`src/rtl/dmem_copy_dma_pkg.sv`:
```
// Shared types and constants for the word-copy DMA engine.
package dmem_copy_dma_pkg;

    // Copy engine FSM states
    typedef enum logic [2:0] {
        ST_IDLE    = 3'd0,
        ST_RD_REQ  = 3'd1,
        ST_RD_WAIT = 3'd2,
        ST_WR_REQ  = 3'd3,
        ST_WR_WAIT = 3'd4,
        ST_FINISH  = 3'd5,
        ST_ERROR   = 3'd6
    } state_e;

    // Word access, unsigned, on the data-memory port
    localparam logic [3:0]  SIGN_MASK_WORD = 4'b0100;

    // Start of data memory in the byte address map
    localparam logic [31:0] DMEM_BASE = 32'h0000_1000;

    // Byte address is word aligned when its two LSBs are zero
    function automatic logic is_word_aligned(input logic [1:0] lsb);
        return lsb == 2'b00;
    endfunction

endpackage

```
`src/rtl/dmem_copy_dma_port_txn.sv`:
```
// Single memory-port transaction tracker: request pulse, stall_seen,
// completion and timeout. Reused for both reads and writes.
module dmem_port_txn #(
    parameter int TIMEOUT = 15
) (
    input  logic clk,
    input  logic rst_n,
    input  logic launch,     // owner is in a *_REQ state this cycle
    input  logic waiting,    // owner is in a *_WAIT state this cycle
    input  logic clk_stall,
    output logic req,
    output logic complete,
    output logic timeout
);

    localparam int CNT_W = $clog2(TIMEOUT + 1);

    logic             stall_seen_q, stall_seen_d;
    logic [CNT_W-1:0] wait_cnt_q, wait_cnt_d;

    // Track whether the responder has acknowledged, and how long we have waited
    always_comb begin
        stall_seen_d = stall_seen_q;
        wait_cnt_d   = wait_cnt_q;
        if (launch) begin
            stall_seen_d = 1'b0;
            wait_cnt_d   = '0;
        end else if (waiting) begin
            if (clk_stall)
                stall_seen_d = 1'b1;
            else if (!stall_seen_q)
                wait_cnt_d = wait_cnt_q + 1'b1;
        end
    end

    // Tracker state registers
    always_ff @(posedge clk or negedge rst_n) begin
        if (!rst_n) begin
            stall_seen_q <= 1'b0;
            wait_cnt_q   <= '0;
        end else begin
            stall_seen_q <= stall_seen_d;
            wait_cnt_q   <= wait_cnt_d;
        end
    end

    assign req      = launch;
    assign complete = waiting && stall_seen_q && !clk_stall;
    // Fires in the TIMEOUT-th wait cycle if the responder never stalled
    assign timeout  = waiting && !stall_seen_q && !clk_stall &&
                      (wait_cnt_q == CNT_W'(TIMEOUT - 1));

endmodule

```
`src/rtl/dmem_copy_dma.sv`:
```
// Word-copy DMA engine: copies len_words words from src to dst over the
// data-memory port as alternating read/write transactions.
module dmem_copy_dma
    import dmem_copy_dma_pkg::*;
#(
    parameter int ADDR_W  = 32,
    parameter int LEN_W   = 10,
    parameter int TIMEOUT = 15
) (
    input  logic              clk,
    input  logic              rst_n,
    input  logic              start,
    input  logic              abort,
    input  logic [ADDR_W-1:0] src_addr,
    input  logic [ADDR_W-1:0] dst_addr,
    input  logic [LEN_W-1:0]  len_words,
    output logic              busy,
    output logic              done,
    output logic              err,
    output logic [LEN_W-1:0]  words_done,
    output logic [ADDR_W-1:0] addr,
    output logic [31:0]       write_data,
    output logic              memread,
    output logic              memwrite,
    output logic [3:0]        sign_mask,
    input  logic [31:0]       read_data,
    input  logic              clk_stall
);

    state_e            state_q, state_d;
    logic [ADDR_W-1:0] src_ptr_q, src_ptr_d, dst_ptr_q, dst_ptr_d;
    logic [LEN_W-1:0]  len_q, len_d, words_done_q, words_done_d;
    logic [31:0]       buf_q, buf_d;
    logic              err_q, err_d;

    logic txn_launch, txn_wait, txn_req, txn_complete, txn_timeout;
    logic [LEN_W-1:0] words_next;

    assign txn_launch = (state_q == ST_RD_REQ) || (state_q == ST_WR_REQ);
    assign txn_wait   = (state_q == ST_RD_WAIT) || (state_q == ST_WR_WAIT);
    assign words_next = words_done_q + 1'b1;

    dmem_port_txn #(.TIMEOUT(TIMEOUT)) u_txn (
        .clk       (clk),
        .rst_n     (rst_n),
        .launch    (txn_launch),
        .waiting   (txn_wait),
        .clk_stall (clk_stall),
        .req       (txn_req),
        .complete  (txn_complete),
        .timeout   (txn_timeout)
    );

    // State register
    always_ff @(posedge clk or negedge rst_n) begin
        if (!rst_n) state_q <= ST_IDLE;
        else        state_q <= state_d;
    end

    // Next-state logic
    always_comb begin
        state_d = state_q;
        case (state_q)
            ST_IDLE:
                if (start) begin
                    if (len_words == '0)
                        state_d = ST_FINISH;
                    else if (!is_word_aligned(src_addr[1:0]) || !is_word_aligned(dst_addr[1:0]))
                        state_d = ST_ERROR;
                    else
                        state_d = ST_RD_REQ;
                end
            ST_RD_REQ:  state_d = ST_RD_WAIT;
            ST_RD_WAIT:
                if (txn_timeout)       state_d = ST_ERROR;
                else if (txn_complete) state_d = abort ? ST_FINISH : ST_WR_REQ;
            ST_WR_REQ:  state_d = ST_WR_WAIT;
            ST_WR_WAIT:
                if (txn_timeout)       state_d = ST_ERROR;
                else if (txn_complete) state_d = (words_next == len_q || abort) ? ST_FINISH : ST_RD_REQ;
            default:    state_d = ST_IDLE;
        endcase
    end

    // Datapath: job latch, word buffer, pointer advance, progress and error flag
    always_comb begin
        src_ptr_d    = src_ptr_q;
        dst_ptr_d    = dst_ptr_q;
        len_d        = len_q;
        words_done_d = words_done_q;
        buf_d        = buf_q;
        err_d        = err_q;
        if (state_q == ST_IDLE && start) begin
            src_ptr_d    = src_addr;
            dst_ptr_d    = dst_addr;
            len_d        = len_words;
            words_done_d = '0;
            err_d        = 1'b0;
        end
        if (state_q == ST_RD_WAIT && txn_complete)
            buf_d = read_data;
        if (state_q == ST_WR_WAIT && txn_complete) begin
            src_ptr_d    = src_ptr_q + ADDR_W'(4);
            dst_ptr_d    = dst_ptr_q + ADDR_W'(4);
            words_done_d = words_next;
        end
        // Entering ERROR overrides the clear done on a misaligned start
        if (state_d == ST_ERROR)
            err_d = 1'b1;
    end

    // Datapath registers
    always_ff @(posedge clk or negedge rst_n) begin
        if (!rst_n) begin
            src_ptr_q    <= '0;
            dst_ptr_q    <= '0;
            len_q        <= '0;
            words_done_q <= '0;
            buf_q        <= '0;
            err_q        <= 1'b0;
        end else begin
            src_ptr_q    <= src_ptr_d;
            dst_ptr_q    <= dst_ptr_d;
            len_q        <= len_d;
            words_done_q <= words_done_d;
            buf_q        <= buf_d;
            err_q        <= err_d;
        end
    end

    // Outputs decoded from state; all zero while in reset
    always_comb begin
        busy       = (state_q == ST_RD_REQ) || (state_q == ST_RD_WAIT) ||
                     (state_q == ST_WR_REQ) || (state_q == ST_WR_WAIT);
        done       = (state_q == ST_FINISH);
        err        = err_q;
        words_done = words_done_q;
        memread    = txn_req && (state_q == ST_RD_REQ);
        memwrite   = txn_req && (state_q == ST_WR_REQ);
        addr       = '0;
        write_data = '0;
        sign_mask  = '0;
        if (memread) begin
            addr      = src_ptr_q;
            sign_mask = SIGN_MASK_WORD;
        end
        if (memwrite) begin
            addr       = dst_ptr_q;
            write_data = buf_q;
            sign_mask  = SIGN_MASK_WORD;
        end
    end

endmodule

```
`config.mk`:
```
export PLATFORM = sky130hd
export DESIGN_NAME = dmem_copy_dma
export DESIGN_NICKNAME = d
export VERILOG_FILES = /design/src/rtl/dmem_copy_dma_pkg.sv /design/src/rtl/dmem_copy_dma_port_txn.sv /design/src/rtl/dmem_copy_dma.sv
export SDC_FILE = /design/constraint.sdc
export NUM_CORES = 1
export LEC_CHECK = 0
export CORE_ASPECT_RATIO = 1.5
export CORE_MARGIN = 3
export CORE_UTILIZATION = 54
export DETAILED_ROUTE_END_ITERATION = 10
export GPL_TIMING_DRIVEN = 0
export MAX_ROUTING_LAYER = met4
export PLACE_DENSITY = 0.87
export RECOVER_POWER = 100
export SLEW_MARGIN = 20
export SYNTH_ARGS = -nofsm -noshare
export SYNTH_HDL_FRONTEND = slang
export SYNTH_SLANG_ARGS = --single-unit
```
`constraint.sdc`:
```
create_clock -name clk -period 4.58 [get_ports clk]
set_input_delay 0.458 -clock clk [delete_from_list [all_inputs] [get_ports clk]]
set_output_delay 0.458 -clock clk [all_outputs]
set_load 0.005 [all_outputs]
```
* Yosys cells after proc, flatten, opt, wreduce, memory -nomap -nowiden
Cells that the tools add are included.
** Cells by class
- Add/sub/neg operators :: 4
- Reduce and logical (&&, ||, !) cells :: 31
- Mux-type cells :: 30
- Eq/ne operators :: 10
** Operators with widths (count)
- $mux W32 :: 7
- $add A32 B3 Y32 const B :: 2
- $mux W3 :: 11
- $mux W10 :: 2
- $mux W4 :: 4
- $pmux W3 S5 :: 1
- $add A10 B1 Y10 const B :: 1
- $eq A10 B10 Y1 :: 1
- $logic_and A1 B1 Y1 :: 10
- $logic_not A10 Y1 :: 1
- $eq A3 B3 Y1 const B :: 3
- $reduce_bool A2 Y1 :: 4
- $logic_or A1 B1 Y1 :: 7
- $eq A3 B2 Y1 const B :: 2
- $mux W1 :: 5
- $add A4 B1 Y4 const B :: 1
- $eq A4 B4 Y1 const B :: 1
- $logic_not A1 Y1 :: 4
- $logic_not A2 Y1 :: 2
- $eq A3 B1 Y1 const B :: 1
- $logic_not A3 Y1 :: 1
- $reduce_and A3 Y1 :: 1
- $ne A2 B1 Y1 const B :: 1
- $ne A2 B2 Y1 const B :: 1
- $reduce_and A2 Y1 :: 1
** Storage, ports and cells
- Bits in registers :: 125
- Output and inout port bits :: 83
- Word-level logic and storage cells :: 84

* Longest topological paths before layout
- Word-level depth :: 9
- Depth in mapped cells :: 8
- Gate-level depth less buffers :: 7

* Cells and area by module
From an unflattened synthesis, not the netlist that was laid out.
** Second synthesis, totals
- Cells, all modules :: 796
- Area, all modules :: 7323.3 µm²
** By module, submodules not included
- dmem_copy_dma :: cells each 770, area each 7031.7 µm², seq. area each 3002.9 µm², times used 1
- dmem_port_txn :: cells each 26, area each 291.5 µm², seq. area each 125.1 µm², times used 1

* Worst setup path after synthesis
No wires, ideal clock.
- Kind :: input -> register
- Start point :: input port clk_stall
- End point :: register buf_q[0]
- Slack :: 2.619 ns
- Arrival :: 1.836 ns
- Cell stages on the path :: 6
- Library setup time :: 0.125 ns
- Path through :: or3b_1 -> buf_2 -> or3_1 -> buf_2 -> buf_6 -> mux2_4
** Between the ends
- Cells in the longest elaborated chain, start to end :: 3
** RTL lines
- start, declared :: line dmem_copy_dma.sv:27 : input logic clk_stall
- $logic_not A1 Y1 :: line dmem_copy_dma_port_txn.sv:48 : assign complete = waiting && stall_seen_q && !clk_stall;
- $logic_and A1 B1 Y1 :: line dmem_copy_dma_port_txn.sv:48
- $logic_and A1 B1 Y1 :: line dmem_copy_dma.sv:100 : if (state_q == ST_RD_WAIT && txn_complete)
- end signal, assigned :: line dmem_copy_dma.sv:126 : buf_q <= buf_d;
- end, declared :: line dmem_copy_dma.sv:33 : logic [31:0] buf_q, buf_d;
No other way between the ends.
A chain may end at the register's enable or synchronous reset.

* Worst setup path after layout
- Start point :: register state_q[1]
- End point :: output port write_data[31]
** Between the ends
- Cells in the longest elaborated chain, start to end :: 4
** RTL lines
- start, declared :: line dmem_copy_dma.sv:30 : state_e state_q, state_d;
- start signal, assigned :: line dmem_copy_dma.sv:57 : else state_q <= state_d;
- $eq A3 B1 Y1 or $eq A3 B2 Y1 (tied branches) :: line dmem_copy_dma.sv:39, dmem_copy_dma.sv:139
- $logic_or A1 B1 Y1 :: line dmem_copy_dma.sv:39 : assign txn_launch = (state_q == ST_RD_REQ) || (state_q == ST_WR_REQ);
- $logic_and A1 B1 Y1 * :: line dmem_copy_dma.sv:139 : memwrite = txn_req && (state_q == ST_WR_REQ);
- $mux W32 * :: line dmem_copy_dma.sv:147 : if (memwrite) begin
- end, declared :: line dmem_copy_dma.sv:22 : output logic [31:0] write_data,
Every way passes the cells marked *; elsewhere a longest branch is shown, timed or not.

==> summary.txt <==
Clock tree
  • Clock Path Buffers: 2
  • Clk_lat worst skew: ~420 ps
  • CTS tree: yes
  • Worst-path clk slew: 50 ps
  • Inserted Clock Buffers: 17
  • CTS root buf: clkbuf_16
  • Htree depth: 4
  • Hold buffers post-CTS: 0
  • CTS sink count: 125
  • Postcts setup bufs: 0
  • Post-CTS resize count: 0

Min path
  • Hold worst-path end: src_ptr_q[0]
  • Hold Path Class: reg -> reg
  • Worst hold stages: 2
  • Hold_sp: src_ptr_q[0]

GRT
  • GRT Max-Usage Layer: met2
  • GR Layer Usage met3: 6.06%
  • Antenna violations before repair: 0
  • M1 GR Usage: 40.8%
  • Wire length of the first global-routing pass: approximately 41,000 um
  • Vias in the first global route: between 7,000 and 8,000
  • Gr usage total: 35.3%
  • Pin count of the biggest net entering global routing: 77
  • Met2 GRT Util: 57.5%
  • Remaining Overflow, GRT: 0

Synth
  • Seq cells post-synth: 125
  • Cell area after synthesis: around 7500 um2
  • Synth Flop Type: dfrtp_1
  • Sequential fraction of the synthesis area: 41.9%
  • EDFF count, synth: 0
  • Unique masters post-synth: 66
  • Ys async rst share: 100%
  • Synth Instances: 819
  • Synth warn: 0
  • Mean Syn Cell Area: 9.11 um2

Floorplanning
  • IO Pins: approximately 190
  • Std cell rows: 52
  • Core footprint: between 10,000 and 15,000 um2
  • Die height: 150 um
  • Die W: about 100 um
  • Initial core utilization: 55.1%
  • Die footprint: around 15,000 um2

Timing
  • Fin. Hold Viols: 0
  • Worst Max-Slew Pin Slew: a little under 3000 ps
  • Slew HR: -95.1%
  • Max Fclk: approximately 0.27 GHz
  • Final Max Tran Viols: 50
  • Final Skew: ~9 ps
  • Period utilization: 82.4%
  • RSZ-0062 raised after global routing: no
  • Period minus WS final: 3770 ps
  • Setup Viol. Count Final: 0

Power
  • PwrDens: 578 nW/um2
  • Lkg Pwr: 4.34 nW
  • Worst vdd ir: 0.276 mV
  • Final Power: ~5.8 mW

Worst setup path
  • Critical Path RT: slightly above 4000 ps
  • Worst-path fanout max: 10
  • Crit path cell chain: clkbuf_1 > clkbuf_1 > clkbuf_1 > and3_1 > dlygate4sd3_1
  • Reg2reg setup slack: 1590 ps
  • Slowest CP cell: clkbuf_1
  • R2R cell count: 7
  • Worst reg2reg path startpoint: state_q[0]
  • R2R Path End: dst_ptr_q[31]
  • Crit. End Element: primary output
  • Crit start category: flip-flop
  • CP arrival: between 3000 and 4000 ps
  • CP Class: reg -> out
  • CP max stage delay: roughly 680 ps
  • CP most frequent cell: clkbuf_1

Final layout
  • Post-route non-filler standard cell count: 1,206
  • Synth-to-layout area growth: 33.7%
  • ANT cells: 0
  • Fillers: 1,074
  • Post-layout nets: 1,147
  • Ratio of cells with drive above 1 in the final layout: under 10%
  • Post-layout util: 73.7%
  • Register area: 3130 um2
  • Multi-input logic area: a little under 4000 um2

Status
  • Failing checks: capacitance limit, slew limit
  • Status: complete, but fails checks

Job
  • Maxcap violations: 1

Placed design
  • HPWL Detailed: between 15,000 and 20,000 um
  • Placed insts: 1,174
  • Port bufs: 190
  • RD Place Congestion: between 1 and 1.5

Detailed routing
  • Drt first pass iters: 7
  • Post-route ant nets: 0
  • Vias/cell: 6.42
  • Wirelength per Cell: 21.3 um
  • WL final: around 26,000 um
  • 1st-iter DRT viols: 719
  • Via count: 7,744
  • Post-route DRC: 0
## worst max path at each step
stage,from,end,slack (ps),cells past startpoint
final,state_q[1],write_data[31],810,5
after floorplan,clk_stall,buf_q[0],2620,6
after global routing,state_q[1],addr[26],620,6
after detailed placement,clk_stall,src_ptr_q[18],1690,9
after CTS,state_q[1],addr[28],1380,6
after global placement,rst_n,src_ptr_q[13],-1890,1
## report_power, final
group | total (mW) | switching, mW | internal (mW)
sequential | 2.17 | 0.560 | 1.61
clock | 1.21 | 0.510 | 0.701
combinational | 2.39 | 1.35 | 1.04
total | 5.77 | 2.42 | 3.35
## sequential cells by signal, summed over array words and instances, names as in the netlist
| signal | flops |
|---|---|
| buf_q | 32 |
| dst_ptr_q | 32 |
| src_ptr_q | 32 |
| len_q | 10 |
| words_done | 10 |
| u_txn.wait_cnt_q | 4 |
| state_q | 3 |
| err | 1 |
| u_txn.stall_seen_q | 1 |
## cell families (layout without fill, tap and decap cells)
kind of cell    count (synthesis)  in the layout  share of synthesized area, %
buf+inv                        70            293                          4.24
simple gates                  367            367                          23.8
flops                         125            125                          41.9
compound gates                172            172                          16.8
fa+ha+maj                       5              5                         0.838
xor+xnor                       13             13                          1.53
other cells                     1              3                        0.0503
mux                            66             66                          10.8
## cell usage after synthesis, drive strengths merged, types with 16 or more instances
| cell type | instances | area share, % |
|---|---|---|
| o311ai | 26 | 3.1 |
| nor2 | 65 | 3.3 |
| mux2 | 32 | 6.3 |
| nand3 | 43 | 2.9 |
| mux2i | 34 | 4.6 |
| and3 | 44 | 3.7 |
| o21ai | 39 | 2.6 |
| nand2 | 139 | 7.0 |
| nand4 | 16 | 1.4 |
| dfrtp | 125 | 42 |
| o211ai | 32 | 3.2 |
| buf | 30 | 2.2 |
| clkbuf | 30 | 1.5 |
## per-layer routing
metal | routed length (um) | vias to the layer above
met3 | 2250 | 134
met4 | 1490 | 0
met1 | 9060 | 3646
li1 | - | 3447
met2 | 12900 | 517
met5 | 0 | -
## cells in the final DEF (no fill, tap or decap), types with 13 or more instances in the layout
cell and instances:
nand3_1 43, a21oi_1 13, o311ai_0 26, nand2_1 139
o21ai_0 39, nor2_1 65, clkbuf_1 54, mux2_1 30
clkdlybuf4s50_1 120, mux2i_1 34, dfrtp_1 125, clkbuf_16 17
dlygate4sd3_1 69, o211ai_1 32, nand4_1 15, and3_1 44
## through the flow
stage | hold slack [ps] | cell area [um2] | setup WS, ps | TNS [ps]
after CTS | 6.09 | 10100 | 1380 | 0
final | 476 | 9980 | 808 | 0
after detailed placement | 441 | 9600 | 1690 | 0
after floorplan | 162 | 7470 | 2620 | 0
after global placement | 457 | 9570 | -1890 | -234100
after global routing | 495 | 9980 | 617 | 0
## critical path: cells and delay by family (launching register included)
kind | cells | cell delay [ps]
buf+inv | 4 | 2270
flops | 1 | 370
simple gates | 1 | 250
## final cells by class
type | instances | share of cell area [%]
plain buffers | 60 | 2.43
multi-input cells | 626 | 39.3
clock buffers | 21 | 4.51
well taps | 162 | 2.03
inverters | 10 | 0.376
clock inverters | 11 | 0.715
repair buffers | 191 | 19.3
flip-flops and latches | 125 | 31.4
Power figures use the tool's default switching activity.
